## src/rtl/gen_pkg.sv

```systemverilog
// gen_pkg: shared defaults and word type for the gen block family
package gen_pkg;
  localparam int GEN_WIDTH = 16;
  localparam int GEN_DEPTH = 16;
  typedef logic [GEN_WIDTH-1:0] gen_word_t;
endpackage

```

## src/rtl/gen_fifo_ctrl.sv

```systemverilog
// gen_fifo_ctrl: pointers, occupancy, registered full/empty and read/write accept logic
module gen_fifo_ctrl import gen_pkg::*; #(
  parameter int DEPTH = GEN_DEPTH,
  localparam int AW = $clog2(DEPTH)
) (
  input  logic          sysclk,
  input  logic          reset,
  input  logic          wrb,
  input  logic          rdb,
  output logic          wr_ok,
  output logic          rd_ok,
  output logic          full,
  output logic          empty,
  output logic [AW-1:0] wp,
  output logic [AW-1:0] rp,
  output logic [AW:0]   count
);
  logic [AW:0] nxt;
  assign rd_ok = !rdb && !empty;
  assign wr_ok = !wrb && (!full || rd_ok);
  always_comb nxt = count + (AW+1)'(wr_ok) - (AW+1)'(rd_ok);
  always_ff @(posedge sysclk) begin
    if (reset) begin
      wp    <= '0;
      rp    <= '0;
      count <= '0;
      full  <= 1'b0;
      empty <= 1'b1;
    end else begin
      wp    <= wp + AW'(wr_ok);
      rp    <= rp + AW'(rd_ok);
      count <= nxt;
      full  <= nxt == (AW+1)'(DEPTH);
      empty <= nxt == '0;
    end
  end
endmodule

```

## src/rtl/gen_fifo.sv

```systemverilog
// gen_fifo: synchronous FIFO with active-low strobes; GEN_FIFO_ERR_EN adds sticky ovf/udf flags
module gen_fifo import gen_pkg::*; #(
  parameter int WIDTH  = GEN_WIDTH,
  parameter int DEPTH  = GEN_DEPTH,
  parameter int ADDR_W = $clog2(DEPTH)
) (
  input  logic             sysclk,
  input  logic             reset,
  input  logic             wrb,
  input  logic [WIDTH-1:0] din,
  input  logic             rdb,
  output logic [WIDTH-1:0] rdout,
  output logic             rvalid,
  output logic             full,
  output logic             empty,
  output logic [ADDR_W:0]  count
`ifdef GEN_FIFO_ERR_EN
  ,
  output logic             ovf,
  output logic             udf
`endif
);
  logic [WIDTH-1:0] mem [DEPTH];
  logic [ADDR_W-1:0] wp, rp;
  logic wr_ok, rd_ok;
  gen_fifo_ctrl #(.DEPTH(DEPTH)) u_ctrl (
    .sysclk(sysclk), .reset(reset), .wrb(wrb), .rdb(rdb),
    .wr_ok(wr_ok), .rd_ok(rd_ok), .full(full), .empty(empty),
    .wp(wp), .rp(rp), .count(count)
  );
  always_ff @(posedge sysclk) if (!reset && wr_ok) mem[wp] <= din;
  always_ff @(posedge sysclk) begin
    if (reset) begin
      rdout  <= '0;
      rvalid <= 1'b0;
    end else begin
      rvalid <= rd_ok;
      if (rd_ok) rdout <= mem[rp];
    end
  end
`ifdef GEN_FIFO_ERR_EN
  always_ff @(posedge sysclk) begin
    if (reset) begin
      ovf <= 1'b0;
      udf <= 1'b0;
    end else begin
      ovf <= ovf | (!wrb && full && !rd_ok);
      udf <= udf | (!rdb && empty);
    end
  end
`endif
endmodule
```

## config.mk

```make
export PLATFORM = sky130hd
export DESIGN_NAME = gen_fifo
export DESIGN_NICKNAME = d
export VERILOG_FILES = /design/src/rtl/gen_pkg.sv /design/src/rtl/gen_fifo_ctrl.sv /design/src/rtl/gen_fifo.sv
export SDC_FILE = /design/constraint.sdc
export NUM_CORES = 1
export LEC_CHECK = 0
export ABC_AREA = 1
export CORE_MARGIN = 5
export CORE_UTILIZATION = 58
export DETAILED_ROUTE_END_ITERATION = 7
export PLACE_DENSITY = 0.76
export SYNTH_ARGS = -nofsm -noshare
export SYNTH_HDL_FRONTEND = slang
export SYNTH_HIERARCHICAL = 1
export SYNTH_SLANG_ARGS = --single-unit
```

## constraint.sdc

```tcl
create_clock -name sysclk -period 2.97 [get_ports sysclk]
set_clock_uncertainty 0.2 [all_clocks]
set_input_delay 0.4455 -clock sysclk [delete_from_list [all_inputs] [get_ports sysclk]]
set_output_delay 0.4455 -clock sysclk [all_outputs]
set_load 0.005 [all_outputs]
```

==> results_dict.tcl, run 1 <==
set metrics [dict create \
    status "finished clean" \
    synth_top_area_share_pct 65.1 \
    grt_pass1_vias 7517 \
    ys_async_sr_fraction_pct 0 \
    post_cts_buffers 0 \
    setup_viol 0 \
    cts_hold_buf 0 \
    dpl.hpwl_mm 16.0 \
    power_frac_clock_pct 36.2 \
    ys_top_cells_by_area "edfxtp_1 (65%), nand2_1 (11%), nand3_1 (9.1%)" \
    n_antenna_cell 0 \
    power_density_nw_per_um2 707 \
    tns_ps 0 \
    synth_nets 1077 \
    utilization_pct 67.5 \
    worstSetupPathType "reg2reg" \
    vias 7720 \
    worst-endpoint-required_ps 3200 \
    track_usage_pct 22.4 \
    power_switching_mw 2.49 \
    maxSlewHeadroom_pct 48.5 \
    hold_viol_final 0 \
    fmax_ghz 0.414 \
    die_w_um 153 \
    grt_max_degree 130 \
    start_util_pct 58.5 \
    via_per_inst 5.54 \
    clk_latency_ps 540 \
    worst_slew_pin_slew_ps 770 \
    drt_wl_total_mm 26.2 \
    highest-signal-layer "met4" \
    grt_first_pass_wirelength_mm 41.2 \
    nets 1132 \
    grt_overflow 0 \
    power_frac_comb_pct 15.9 \
    design_area_um2 13600 \
    clock_sinks 288 \
    post-place-ws_ps 63.8 \
    ant_nets 0 \
    first_pass_iters 5 \
    critPathMaxStageDelay_ps 430 \
    pwr-share-seq_pct 47.9 \
    crit_path_end_kind "register" \
    rr_worst_depth 14 \
    cts_tree "built" \
    place_area_um2 12700 \
    cts_resized 0 \
    cts_buffers 28 \
    drt-initial-drc-count 695 \
    ys_warn_count 6 \
    rsz0062_at_grt "false" \
    hold_path_depth 4 \
    synthCells 1047 \
    synth_top_flop_cell "edfxtp_1" \
    ir_worst_vdd_mv 0.710 \
    cp_max_fo 2 \
    antenna_found_initial 0 \
    setup_slack_ps 553 \
    drv_cap 0 \
    cp_cell_sequence "nor2_2 > nor2_1 > nor2_1 > inv_1 > ha_1 > inv_1 > ha_1 > fa_1 > nand3_1 > nand2_1 > nand2_2 > nand2_1 > nand3_1 > nand2_1" \
    arrival_ps 2650 \
    core.rowCount 52 \
    die-area_um2 23300 \
    htreeDepth 1 \
    critPathSlowestCell "fa_1" \
    wl_met2_mm 13.3 \
    drive_gt1_share_pct 9.43 \
    syn_to_final_growth_pct 15.4 \
    clock_path_buffers 3 \
    wl_met3_mm 1.93 \
    syn-cell-area_um2 11800 \
    synth_edf_count 256 \
    switching_share_pct 25.9 \
    gp_congestion 0.811 \
    hp-class "reg2reg" \
    whs_ps 353 \
    slew_viol_final 0 \
    avgRoutedWirePerCell_um 18.8 \
    ys_seq_area_share_pct 70.5 \
    clkTransAtPathRegs_ps 60 \
    m1WireLength_mm 10.3 \
    cpMostUsedCell "nand2_1" \
    synth.avg_cell_area_um2 11.3 \
    design.core.area_um2 20200 \
    ys_seq_elements 288 \
    synthDistinctLibCells 22 \
    io_pins 44 \
    io_buffers 43 \
    fin_crit_ps 2420 \
    power.leakage_nw 5.11 \
    drc_errors 0 \
    yosysTopAreaCell "edfxtp_1" \
    finalCritPeriodShare_pct 81.4 \
    die_h_um 153 \
    root_buffer "clkbuf_16" \
    critPathLaunchType "register" \
    power.internal_mw 7.14 \
]
## cell usage after synthesis (2+ instances only)
master    instances
buf_1             4
inv_1            42
dfxtp_1          32
clkbuf_1         10
ha_1              9
xnor2_1           2
nand2_2           2
buf_6            21
nand3_1         215
edfxtp_1        256
nand2_1         351
inv_2             2
xor2_1            3
nor2_1           67
buf_4             7
nand3b_1          2
buf_2            16
nand3_2           2
## sequential cells by signal (all words and copies together) (netlist names)
| signal | flops |
|---|---|
| mem | 256 |
| rdout | 16 |
| rvalid | 1 |
| u_ctrl/count | 5 |
| u_ctrl/empty | 1 |
| u_ctrl/full | 1 |
| u_ctrl/rp | 4 |
| u_ctrl/wp | 4 |
## critical path, delay by kind of cell, from the launching register on
family / cells / cell delay (ps)
simple gates: 9 / 760
buf+inv: 2 / 110
fa+ha+maj: 3 / 920
flops: 1 / 320
## cells in the final DEF, fill, tap and decap left out, types with 17 or more instances in the layout
cell type,count
buf_4,23
inv_1,42
nand3_1,215
dfxtp_1,30
nor2_1,50
clkdlybuf4s50_1,43
clkbuf_16,29
nor2_2,18
edfxtp_1,256
buf_12,17
nand2_1,351
## area by class of cell
cell class | count | area (µm²)
sequential | 288 | 8330
tap | 270 | 338
fill | 1411 | 6550
timing repair buffer | 83 | 943
multi-input combinational | 657 | 2930
clock buffer | 37 | 756
inverter | 44 | 166
clock inverter | 15 | 155
## power by group through the flow
stage                     logic (mW)  clock network (mW)  registers [mW]
after CTS                       1.54                3.53            4.62
after global routing            1.71                3.72            4.63
after detailed placement        1.52                   0            4.70
after global placement          1.49                   0            4.70
after floorplan                 1.07                   0            4.68
final                           1.53                3.49            4.62
## final timing paths
path	start	endpoint	slack, ps
worst max-delay path	u_ctrl/empty	u_ctrl/empty	550
worst min-delay path	rdout[3]	rdout[3]	350
worst max register to register	u_ctrl/empty	u_ctrl/empty	550
worst min register to register	rdout[3]	rdout[3]	350
## cells by family after synthesis
family	synth area share, %
AO/OA/AOI/OAI	0.0742
buffers and inverters	4.97
adder cells (fa/ha/maj)	1.12
XOR/XNOR	0.371
flip-flops	70.5
AND/OR/NAND/NOR	22.9
## per-stage QoR
step | total power [mW] | std cells
finish | 9.63 | 1394
global placement | 6.19 | 1342
floorplan | 5.75 | 1047
CTS | 9.69 | 1394
global route | 10.1 | 1394
detailed placement | 6.23 | 1342
## metal layers
layer  global-route usage (%)  vias up
met4                     6.87        0
met2                     38.7      286
met3                     3.10       55
met1                     30.0     3701
li1                         -     3678
met5                        0        -
Note: power is estimated with default switching activity, not from simulation.
==> run 2, diff against run 1 <==
- clock period: 2.97 -> 2.37 ns (I/O delays scaled with it)
==> results_dict.tcl, run 2 (same netlist as run 1, synthesis figures left out) <==
set metrics [dict create \
    drive_gt1_share_pct 11.3 \
    p_total_mw 12.3 \
    htreeDepth 1 \
    rr_worst_depth 14 \
    critPathLaunchType "register" \
    die_h_um 153 \
    power_switching_mw 3.25 \
    power_frac_comb_pct 17.4 \
    grt_first_pass_wirelength_mm 43.9 \
    arrival_ps 2530 \
    design.core.area_um2 20200 \
    track_usage_pct 23.9 \
    drc_errors 0 \
    power_density_nw_per_um2 898 \
    nets 1147 \
    post_cts_buffers 0 \
    clock_path_buffers 3 \
    r2r_end "u_ctrl/empty" \
    fmax_ghz 0.436 \
    clock_sinks 288 \
    worst_slew_pin_slew_ps 781 \
    rsz0062_at_grt "true" \
    cp_max_fo 2 \
    hold_viol_final 0 \
    final_common_cell "nand2_1" \
    power_frac_clock_pct 35.7 \
    root_buffer "clkbuf_16" \
    grt_overflow 0 \
    drt_wl_total_mm 28.0 \
    setup_viol 0 \
    vias 7935 \
    pwr-share-seq_pct 46.9 \
    core.rowCount 52 \
    power.leakage_nw 5.18 \
    switching_share_pct 26.3 \
    r2r_start "u_ctrl/empty" \
    drv_cap 0 \
    grt_pass1_vias 8049 \
    first_pass_iters 5 \
    power.internal_mw 9.09 \
    io_pins 44 \
    start_util_pct 58.5 \
    worst_hold_path.endpoint "rdout[11]" \
    syn_to_final_growth_pct 16.4 \
    worst-endpoint-required_ps 2600 \
    n_antenna_cell 0 \
    fin_crit_ps 2300 \
    cts_hold_buf 0 \
    finalCritPeriodShare_pct 96.8 \
    drt-initial-drc-count 820 \
    io_buffers 43 \
    hp-class "reg2reg" \
    status "finished clean" \
    via_per_inst 5.64 \
    avgRoutedWirePerCell_um 19.9 \
    largest_register_ff_count 256 \
    min-delay-start "rdout[11]" \
    whs_ps 352 \
    antenna_found_initial 0 \
    gp_congestion 0.875 \
    cts_buffers 29 \
    regMostFlops "mem" \
    rrSetupSlack_ps 70 \
    die-area_um2 23300 \
    maxSlewHeadroom_pct 47.8 \
    worstSetupPathType "reg2reg" \
    ir_worst_vdd_mv 0.681 \
    ant_nets 0 \
    dpl.hpwl_mm 17.3 \
    slew_viol_final 0 \
    die_w_um 153 \
    crit_path_end_kind "register" \
    reg_top3 "mem (256), rdout (16), u_ctrl/count (5)" \
    cts_tree "built" \
    clkTransAtPathRegs_ps 60 \
    hold_path_depth 4 \
    clk_latency_ps 550 \
    final_cell_mix "nand2_1 (348), edfxtp_1 (256), nand3_1 (214), nor2_1 (49), clkdlybuf4s50_1 (43)" \
    grt_max_degree 130 \
]
-- run 2: worst max-delay path, cell delays in order (launching register included) --
cell	delay [ps]
dfxtp_2	330
nor2_2	100
nor2_1	50
nor2_1	150
inv_1	90
ha_4	270
inv_2	40
ha_4	150
fa_2	370
nand3_2	110
nand2_2	60
nand2_2	100
nand2_2	50
nand3_1	80
nand2_1	50
-- run 2: repair_timing --
item | in CTS | in global routing
pin swaps | 0 | 7
gates resized for setup | 4 | 9
gates cloned | 0 | 0
endpoints found under the setup margin | 3 | 3
-- run 2: how the worst max path moves through the flow --
| stage | cells after the start | slack [ps] | to | start |
|---|---|---|---|---|
| 2_1_floorplan | 7 | 20 | mem[10][0] | rdb |
| 3_3_place_gp | 15 | -420 | u_ctrl/empty | rdb |
| 3_5_place_dp | 15 | -460 | u_ctrl/empty | rdb |
| 4_1_cts | 13 | 10 | u_ctrl/full | u_ctrl/empty |
| 5_1_grt | 14 | -30 | u_ctrl/empty | u_ctrl/empty |
| 6_report | 14 | 70 | u_ctrl/empty | u_ctrl/empty |
-- run 2: metal layers --
layer	routed length, µm	vias to the layer above	GRT usage [%]	share of wire [%]
met5	0	-	0	0
met3	2460	89	3.10	8.8
met1	10900	3741	32.6	39
met2	13300	397	39.3	48
met4	1240	0	9.80	4.4
li1	-	3708	-	-
-- run 2: area by class of cell --
cell class / instances / area [µm²]
clock buffer: 43 / 788
clock inverter: 9 / 120
fill: 1434 / 6430
inverter: 44 / 166
multi-input combinational: 657 / 2980
sequential: 288 / 8330
tap: 270 / 338
timing repair buffer: 97 / 1010
-- run 2: stage by stage --
stage / setup slack (ps) / area [µm²] / instances / util [%] / TNS (ps)
after floorplan: 18.9 / 11800 / 1047 / - / 0
after global placement: -417 / 12800 / 1356 / 63.4 / -34890
after detailed placement: -465 / 12800 / 1356 / 63.4 / -42120
after CTS: 12.5 / 13700 / 1408 / 68.0 / 0
after global routing: -33.5 / 13700 / 1408 / 68.1 / -52.1
final: 74.8 / 13700 / 1408 / 68.1 / 0
-- run 2: power groups by stage --
stage               Combinational, mW  Sequential [mW]  Clock [mW]
global placement                 1.97             5.88           0
detailed placement               2.02             5.89           0
floorplan                        1.34             5.87           0
CTS                              2.07             5.78        4.45
finish                           2.15             5.78        4.40
global route                     2.39             5.80        4.68
